`src/rtl/display_pkg.sv`:
```
// +------------------------------------------------------------------+
// | display_pkg : shared constants, FSM state type and helpers for   |
// |               the 4-digit 7-segment scan controller              |
// | Revision    : 1.0                                                |
// +------------------------------------------------------------------+
`default_nettype none

package display_pkg;

  localparam int          NUM_DIGITS = 4;
  localparam logic [13:0] MAX_VAL    = 14'd9999;
  localparam int          DP_DIGIT   = 2;

  // Active-low segment patterns, bit 0 = segment a
  localparam logic [6:0] SEG_0     = 7'h40;
  localparam logic [6:0] SEG_1     = 7'h79;
  localparam logic [6:0] SEG_2     = 7'h24;
  localparam logic [6:0] SEG_3     = 7'h30;
  localparam logic [6:0] SEG_4     = 7'h19;
  localparam logic [6:0] SEG_5     = 7'h12;
  localparam logic [6:0] SEG_6     = 7'h02;
  localparam logic [6:0] SEG_7     = 7'h78;
  localparam logic [6:0] SEG_8     = 7'h00;
  localparam logic [6:0] SEG_9     = 7'h10;
  localparam logic [6:0] SEG_BLANK = 7'h7F;

  localparam logic [1:0] ST_IDLE = 2'd0;
  localparam logic [1:0] ST_CONV = 2'd1;
  localparam logic [1:0] ST_DONE = 2'd2;

  typedef enum logic [1:0] {
    S_IDLE = ST_IDLE,
    S_CONV = ST_CONV,
    S_DONE = ST_DONE
  } conv_state_e;

  function automatic logic [6:0] seg_decode(input logic [3:0] d);
    logic [6:0] s;
    case (d)
      4'd0:    s = SEG_0;
      4'd1:    s = SEG_1;
      4'd2:    s = SEG_2;
      4'd3:    s = SEG_3;
      4'd4:    s = SEG_4;
      4'd5:    s = SEG_5;
      4'd6:    s = SEG_6;
      4'd7:    s = SEG_7;
      4'd8:    s = SEG_8;
      4'd9:    s = SEG_9;
      default: s = SEG_BLANK;
    endcase
    return s;
  endfunction

  // One double-dabble iteration on {bcd[15:0], bin[13:0]}: adjust then shift
  function automatic logic [29:0] dabble_step(input logic [29:0] sr);
    logic [29:0] t;
    t = sr;
    for (int n = 0; n < NUM_DIGITS; n++) begin
      if (t[14+4*n +: 4] >= 4'd5)
        t[14+4*n +: 4] = t[14+4*n +: 4] + 4'd3;
    end
    return {t[28:0], 1'b0};
  endfunction

endpackage

`default_nettype wire

```
`src/rtl/bin2bcd_seq.sv`:
```
// +------------------------------------------------------------------+
// | bin2bcd_seq : iterative 14-bit binary to 4-digit BCD converter,  |
// |               one double-dabble shift per clock                  |
// | Revision    : 1.0                                                |
// +------------------------------------------------------------------+
`default_nettype none

module bin2bcd_seq
  import display_pkg::*;
(
  input  logic        clk,
  input  logic        rst,
  input  logic        start,
  input  logic [13:0] bin,
  output logic        busy,
  output logic        done,
  output logic [15:0] bcd
);

  conv_state_e r_state;
  logic [3:0]  r_iter;
  logic [29:0] r_sr;

  always_ff @(posedge clk or posedge rst) begin
    if (rst) begin
      r_state <= S_IDLE;
      r_iter  <= 4'd0;
      r_sr    <= 30'd0;
    end else begin
      case (r_state)
        S_IDLE: begin
          if (start) begin
            r_sr    <= {16'd0, bin};
            r_iter  <= 4'd0;
            r_state <= S_CONV;
          end
        end
        S_CONV: begin
          r_sr   <= dabble_step(r_sr);
          r_iter <= r_iter + 4'd1;
          if (r_iter == 4'd13)
            r_state <= S_DONE;
        end
        S_DONE:  r_state <= S_IDLE;
        default: r_state <= S_IDLE;
      endcase
    end
  end

  assign busy = (r_state != S_IDLE);
  assign done = (r_state == S_DONE);
  assign bcd  = r_sr[29:14];

endmodule

`default_nettype wire

```
`src/rtl/display_scan_ctrl.sv`:
```
// +------------------------------------------------------------------+
// | display_scan_ctrl : loads a binary value, converts it to BCD and |
// |   multiplexes four digits onto shared segment/anode pins.        |
// |   Optional: `LEADING_ZERO_BLANK_EN blanks leading zero digits.   |
// | Revision : 1.0                                                   |
// +------------------------------------------------------------------+
`default_nettype none

module display_scan_ctrl
  import display_pkg::*;
#(
  parameter int SCAN_DIV = 100_000
) (
  input  logic        clk,
  input  logic        rst,
  input  logic        load,
  input  logic [13:0] value,
  input  logic        dec_en,
  output logic        busy,
  output logic        ovf,
  output logic [3:0]  an,
  output logic [6:0]  seg,
  output logic        dp
);

  localparam int DIV_W = (SCAN_DIV > 1) ? $clog2(SCAN_DIV) : 1;
  localparam logic [DIV_W-1:0] C_DIV_LAST = DIV_W'(SCAN_DIV - 1);

  logic             w_busy;
  logic             w_done;
  logic [15:0]      w_bcd;
  logic             w_accept;
  logic [13:0]      w_clamped;
  logic [3:0]       w_cur_digit;
  logic             w_blank;

  logic [3:0]       r_digit [NUM_DIGITS];
  logic             r_dec;
  logic             r_dec_pend;
  logic             r_ovf;
  logic [DIV_W-1:0] r_div;
  logic [1:0]       r_scan_idx;

  assign w_accept  = load & ~w_busy;
  assign w_clamped = (value > MAX_VAL) ? MAX_VAL : value;

  bin2bcd_seq u_bin2bcd (
    .clk   (clk),
    .rst   (rst),
    .start (w_accept),
    .bin   (w_clamped),
    .busy  (w_busy),
    .done  (w_done),
    .bcd   (w_bcd)
  );

  assign busy = w_busy;
  assign ovf  = r_ovf;

  always_ff @(posedge clk or posedge rst) begin
    if (rst) begin
      r_ovf      <= 1'b0;
      r_dec_pend <= 1'b0;
    end else if (w_accept) begin
      r_ovf      <= (value > MAX_VAL);
      r_dec_pend <= dec_en;
    end
  end

  // Digits and dp flag commit together so the scan never sees a torn value
  always_ff @(posedge clk or posedge rst) begin
    if (rst) begin
      for (int n = 0; n < NUM_DIGITS; n++)
        r_digit[n] <= 4'd0;
      r_dec <= 1'b0;
    end else if (w_done) begin
      for (int n = 0; n < NUM_DIGITS; n++)
        r_digit[n] <= w_bcd[4*n +: 4];
      r_dec <= r_dec_pend;
    end
  end

  always_ff @(posedge clk or posedge rst) begin
    if (rst) begin
      r_div      <= '0;
      r_scan_idx <= 2'd0;
    end else if (r_div == C_DIV_LAST) begin
      r_div      <= '0;
      r_scan_idx <= r_scan_idx + 2'd1;
    end else begin
      r_div <= r_div + 1'b1;
    end
  end

  assign w_cur_digit = r_digit[r_scan_idx];

`ifdef LEADING_ZERO_BLANK_EN
  logic [3:0] w_zero;
  logic [3:0] w_lead_zero;

  for (genvar g = 0; g < NUM_DIGITS; g++) begin : g_zero
    assign w_zero[g] = (r_digit[g] == 4'd0);
  end

  // A digit is a leading zero when it and every digit above it are zero
  assign w_lead_zero = {w_zero[3],
                        w_zero[3] & w_zero[2],
                        w_zero[3] & w_zero[2] & w_zero[1],
                        w_zero[3] & w_zero[2] & w_zero[1] & w_zero[0]};

  assign w_blank = w_lead_zero[r_scan_idx] && (r_scan_idx != 2'd0) &&
                   !(r_dec && (r_scan_idx <= 2'(DP_DIGIT)));
`else
  assign w_blank = 1'b0;
`endif

  always_ff @(posedge clk or posedge rst) begin
    if (rst) begin
      an  <= 4'b1111;
      seg <= SEG_BLANK;
      dp  <= 1'b1;
    end else begin
      an  <= ~(4'b0001 << r_scan_idx);
      seg <= w_blank ? SEG_BLANK : seg_decode(w_cur_digit);
      dp  <= ~(r_dec && (r_scan_idx == 2'(DP_DIGIT)));
    end
  end

endmodule

`default_nettype wire
```
`config.mk`:
```
export PLATFORM = sky130hd
export DESIGN_NAME = display_scan_ctrl
export DESIGN_NICKNAME = d
export VERILOG_FILES = /design/src/rtl/display_pkg.sv /design/src/rtl/bin2bcd_seq.sv /design/src/rtl/display_scan_ctrl.sv
export SDC_FILE = /design/constraint.sdc
export NUM_CORES = 1
export LEC_CHECK = 0
export ABC_CLOCK_PERIOD_IN_PS = 3100
export CAP_MARGIN = 20
export CORE_UTILIZATION = 53
export CTS_BUF_LIST = sky130_fd_sc_hd__clkbuf_16
export DETAILED_ROUTE_END_ITERATION = 8
export MAX_ROUTING_LAYER = met4
export PLACE_DENSITY = 0.76
export SYNTH_ARGS = -nofsm -noshare
export SYNTH_HDL_FRONTEND = slang
export SYNTH_SLANG_ARGS = --single-unit
```
`constraint.sdc`:
```
create_clock -name clk -period 3.1 [get_ports clk]
set_clock_uncertainty 0.2 [all_clocks]
set_input_delay 0.62 -clock clk [delete_from_list [all_inputs] [get_ports clk]]
set_output_delay 0.62 -clock clk [all_outputs]
set_load 0.05 [all_outputs]
```
After elaboration in Yosys (flattened, before gate mapping)
Memory sizes are Yosys's and may differ from the RTL's. A register that Yosys moved wholly into a read port is not among the register bits.
Cells that the tools add are included.
{ "classes": {"mux": 16, "reduce_logical": 6, "n_lt_le_gt_ge": 6, "shift": 1, "n_eq_ne": 7, "bitwise_logic": 5, "addsub": 7} }
{ "ops": {"columns": ["operator", "count"], "rows": [
  ["case mux 30 bit (2 select lines)", 1],
  ["2-to-1 mux 30 bit", 1],
  ["2-to-1 mux 4 bit", 6],
  ["adder 17 x 1 -> 17 bit, second input constant", 1],
  ["equality test 17 bit, second input constant", 1],
  ["2-to-1 mux 17 bit", 1],
  ["greater-or-equal comparator 4 x 3 -> 1 bit, second input constant", 4],
  ["greater-than comparator 14 bit, second input constant", 1],
  ["2-to-1 mux 14 bit", 1],
  ["adder 4 x 2 -> 4 bit, second input constant", 3],
  ["binary-select mux 4 bit (select 2 bit)", 1],
  ["case mux 4 bit (2 select lines)", 1],
  ["adder 4 x 1 -> 4 bit, second input constant", 1],
  ["equality test 2 bit, second input constant", 2],
  ["equality test 4 bit, second input constant", 1],
  ["2-to-1 mux 2 bit", 2],
  ["inequality test 2 x 1 -> 1 bit, second input constant", 2],
  ["inverter 4 bit", 1],
  ["case mux 2 bit (2 select lines)", 1],
  ["AND reduction 2 bit", 2],
  ["nonzero test 2 bit", 2],
  ["<< shifter 1 x 2 -> 4 bit, first input constant", 1],
  ["adder 3 x 2 -> 3 bit, second input constant", 1],
  ["greater-or-equal comparator 3 bit, second input constant", 1],
  ["8 further kinds", 9]
]} }
{ "totals": {"in_bits": 18, "mem_bits_ro": 112, "regBits": 79, "mem_count": 1} }
{ "mem_list": {"columns": ["name", "words", "word_bits", "read_ports", "rd_ports_with_merged_regs", "write_ports", "line_no", "rtl"], "rows": [
  ["(no name shown)", 16, 7, 1, 1, 0, "display_pkg.sv:39", "case (d)"]
]} }

Logic depth before layout (Yosys ltp)
{ "logic_depth": {"word_depth": 5, "mapped_depth": 7} }

Hierarchy
Synthesis repeated with hierarchy kept, for this count alone.
{ "hier_totals": {"hier_cells": 406, "hier_area_um2": 4426.7} }
{ "modules_own_cells": {"columns": ["mod", "seq_area_each_um2", "n_inst", "cells_each", "area_per_inst_um2"], "rows": [
  ["display_scan_ctrl", 1266.2, 1, 198, 2384.8],
  ["bin2bcd_seq", 900.9, 1, 208, 2042.0]
]} }

Worst setup path after synthesis
Ideal clock, no wire load.
{ "synth_timing": {"path_type": "input port to flip-flop", "startpoint": "input port value[7]", "endpoint": "register u_bin2bcd.r_sr[4]", "cell_stages": 4, "arrival_time_ps": 1722, "slack_ps": 1101, "setup_time_ps": 77, "path_cell_list": "or4_1 a41o_1 a21o_1 a21oi_1"} }
{ "synth_via": {"elab_chain_len": 4} }
{ "synth_lines": {"columns": ["element", "line_no", "rtl"], "rows": [
  ["start: declaration", "display_scan_ctrl.sv:17", "input logic [13:0] value,"],
  ["greater-than comparator 14 bit", "display_scan_ctrl.sv:45", "assign w_clamped = (value > MAX_VAL) ? MAX_VAL : value;"],
  ["2-to-1 mux 14 bit", "display_scan_ctrl.sv:45", null],
  ["2-to-1 mux 30 bit", "bin2bcd_seq.sv:32", "if (start) begin"],
  ["case mux 30 bit (2 select lines)", "bin2bcd_seq.sv:30", "case (r_state)"],
  ["end signal: assignment", "bin2bcd_seq.sv:33", "r_sr <= {16'd0, bin};"],
  ["end signal: assignment", "bin2bcd_seq.sv:39", "r_sr <= dabble_step(r_sr);"],
  ["end: declaration", "bin2bcd_seq.sv:22", "logic [29:0] r_sr;"]
]} }
No other way between the ends. The select of a mux whose other input is x is not followed.
A chain may end at the register's enable or synchronous reset.

Worst setup path in the final report
{ "layout_timing": {"startpoint": "register u_bin2bcd.r_state[0]", "endpoint": "output port busy"} }
{ "layout_via": {"elab_chain_len": 1} }
{ "layout_lines": {"columns": ["element", "line_no", "rtl"], "rows": [
  ["start: declaration", "bin2bcd_seq.sv:20", "conv_state_e r_state;"],
  ["start signal: assignment", "bin2bcd_seq.sv:26", "r_state <= S_IDLE;"],
  ["start signal: assignment", "bin2bcd_seq.sv:35", "r_state <= S_CONV;"],
  ["start signal: assignment", "bin2bcd_seq.sv:42", "r_state <= S_DONE;"],
  ["nonzero test 2 bit", "bin2bcd_seq.sv:50", "assign busy = (r_state != S_IDLE);"],
  ["end: declaration", "display_scan_ctrl.sv:19", "output logic busy,"]
]} }
No other way between the ends.

==> results by group <==
Synthesis
  • Syn Area/Cell: 10.6 um^2
  • Top-count cell post-synth: dfrtp_1
  • Post-synthesis cell count: 392
  • Synth area leaders: dfrtp_1, dfstp_2, ha_1
  • Yosys top cell by area: dfrtp_1
  • Seq/Total Area, Yosys: 51.9%
  • Mapped cell area: 4170 um^2
  • Most used flip-flop cell after synthesis: dfrtp_1
  • EDFF count, synth: 0
  • Netlist cell types: 46
  • Synth async-reset ratio: 100%
  • Commonest cells post-synth: dfrtp_1, o21ai_0, nand2_1
  • Number of synthesized register bits: 86
  • Synthesized net count: 430
  • Yosys warning total: 0
  • Synth top area share: 44.4%

STA
  • Worst slew pin tran: 0.940 ns
  • Final hold viol count: 0
  • RSZ-0062 raised after global routing: false
  • Crit share post-route: 83.7%
  • Slew headroom: 37.4%
  • Final setup margin: 0.505 ns
  • Total Neg Setup Slack: 0 ns
  • Endpoints failing setup: 0
  • Slew Viols, Final: 0
  • Fmax: 385 MHz
  • Post-route minimum period: 2.60 ns

Setup path
  • R2R Setup Slk: 0.93 ns
  • Setup CP Type: flop to output port
  • CP endpoint kind: output port
  • R2R Path End: r_scan_idx[0]
  • Critical Path RT: 2.28 ns
  • Crit Reg-Reg Startpoint: r_div[8]
  • Critical Path Start Type: flop
  • Crit path max fanout: 6
  • CP Capture Point: busy
  • Worst r2r path cells: 4
  • Crit path from: u_bin2bcd.r_state[0]
  • Data arrival time of the worst path: 1.78 ns

Final layout
  • Syn-to-layout area delta: 16.7%
  • Ant diodes: 0
  • FILL cells: 591
  • Layout cells sized above 1: 15.4%
  • Layout net count: 461

Floorplanning
  • Die ar.: 8230 um^2
  • Cell row count: 31
  • Core ar.: 7450 um^2
  • Initial core utilization: 56.0%
  • I/O Pins: 32
  • Die width: 90.7 um
  • Die height: 90.7 um

Route
  • Routed length per instance: 14.6 um
  • Number of DRC markers in iteration 0: 147
  • Routed Antenna Nets: 0
  • Post-route DRC: 0
  • Vias/cell: 5.55
  • Routed WL: 7680 um
  • TritonRoute pass-1 iters: 4
  • Vias: 2923

CTS
  • TritonCTS clock tree: yes
  • Total CTS buffers: 9
  • CTS resizes: 0
  • Hold-fix buffers at CTS: 0
  • CTS Sinks: 86
  • Reg clk slew, reported paths: 0.07 ns
  • CTS max path bufs: 2
  • Clk_lat worst skew: 0.34 ns
  • Postcts setup bufs: 0
  • Root buf cell: clkbuf_16
  • # H-tree levels: 3

Place
  • Gp weighted congestion: 0.839
  • Detailed Place HPWL: 5290 um
  • PortBufs: 31
  • Pre-CTS setup slack: 0.572 ns

Global routing
  • Pin count of the biggest net entering global routing: 38
  • Met2 usage: 35.0%
  • Met3 Use GR: 6.06%
  • Gr ovfl total: 0
  • First-pass GRT wire length: 13400 um
  • Vias in the first global route: 2888
  • Initial antenna violation count: 0
  • Total GRT Usage: 21.4%
  • Top Usage Layer GRT: met2
  • M1 GR Usage: 25.9%

Hold path
  • Class of the tightest hold or removal check: flop to flop

Status
  • Status: finished clean

Power and ir drop
  • Leakage power: 2.12 nW
  • P per Cell Area: 918 nW/um^2
  • Maximum VDD drop: 753 uV

Flow run
  • Max_cap viols: 0
[kinds of logic after synthesis]
logic type      count (synthesis)  share of synthesized area [%]
flops                          86                           51.9
simple gates                  110                           13.7
mux                            20                           6.42
fa+ha+maj                      20                           6.00
buf+inv                        40                           3.87
compound gates                 95                           13.6
xor+xnor                       21                           4.41
[power by group]
group / switching (W) / internal, W / leakage (nW)
logic: 0.000985 / 0.000700 / 0.919
registers: 0.000259 / 0.00154 / 1.06
clock network: 0.000443 / 0.000545 / 0.141
total: 0.00169 / 0.00278 / 2.12
[registers in the layout, indices dropped and copies added (netlist names)]
name and count:
r_dec 1, r_div 17, dp 1, r_scan_idx 2, r_dec_pend 1, seg 7
u_bin2bcd.r_state 2, r_digit 16, u_bin2bcd.r_sr 30, u_bin2bcd.r_iter 4, ovf 1, an 4
[through the flow]
| step | hold slack, ns | cells | utilization [%] | cell area [um^2] | power (W) |
|---|---|---|---|---|---|
| final | 0.220 | 527 | 65.4 | 4870 | 0.00447 |
| after global routing | 0.245 | 527 | 65.4 | 4870 | 0.00481 |
| after CTS | 0.214 | 527 | 65.4 | 4870 | 0.00449 |
| after detailed placement | 0.202 | 511 | 61.7 | 4600 | 0.00349 |
| after global placement | 0.198 | 511 | 61.7 | 4600 | 0.00341 |
| after floorplan | 0.170 | 392 | - | 4170 | 0.00304 |
[worst min-delay path by stage]
stage / to / startpoint / slack (ns) / cells after the start
floorplan: dp / r_dec / 0.17 / 1
global placement: dp / r_dec / 0.20 / 1
detailed placement: dp / r_dec / 0.20 / 1
CTS: dp / r_dec / 0.21 / 1
global route: dp / r_dec / 0.24 / 1
finish: dp / r_dec / 0.22 / 1
[layout make-up]
| cell class | count | area, um^2 | share of cell area [%] |
|---|---|---|---|
| repair buffers | 39 | 383 | 7.86 |
| multi-input cells | 266 | 1840 | 37.9 |
| inverters | 21 | 80.1 | 1.64 |
| well taps | 99 | 124 | 2.54 |
| clock inverters | 7 | 46.3 | 0.951 |
| flip-flops and latches | 86 | 2170 | 44.5 |
| clock buffers | 9 | 225 | 4.63 |
[placed cells by master (no fill, tap or decap), types with 2 or more instances in the layout]
cell	instances
dfrtp_1	74
o21ai_0	35
nand2_1	34
clkdlybuf4s50_1	31
a21oi_1	29
nand3_1	20
inv_1	20
nor2_1	20
ha_1	20
xnor2_1	14
mux2_2	14
dfstp_2	12
a22oi_1	10
clkbuf_16	9
nand2b_1	8
o31ai_1	8
xor2_1	7
buf_4	7
a32o_1	4
nand4_1	4
mux4_2	4
a21o_1	4
or3_1	3
and2_1	3
clkinv_2	3
inv_4	3
or2_2	2
mux2i_1	2
nor3_1	2
[layer usage]
metal	wire length (um)	part of all wire (%)	vias to the layer above
met5	0	0	-
met4	89	1.2	0
met3	258	3.4	9
met2	3870	50	43
met1	3460	45	1439
li1	-	-	1432
[worst max-delay path, cell delays in order (launching register included)]
cell and delay, ns:
dfrtp_1 0.43, or2_2 0.31, clkdlybuf4s50_1 0.70
No activity file was read; power rests on OpenSTA's default activity.
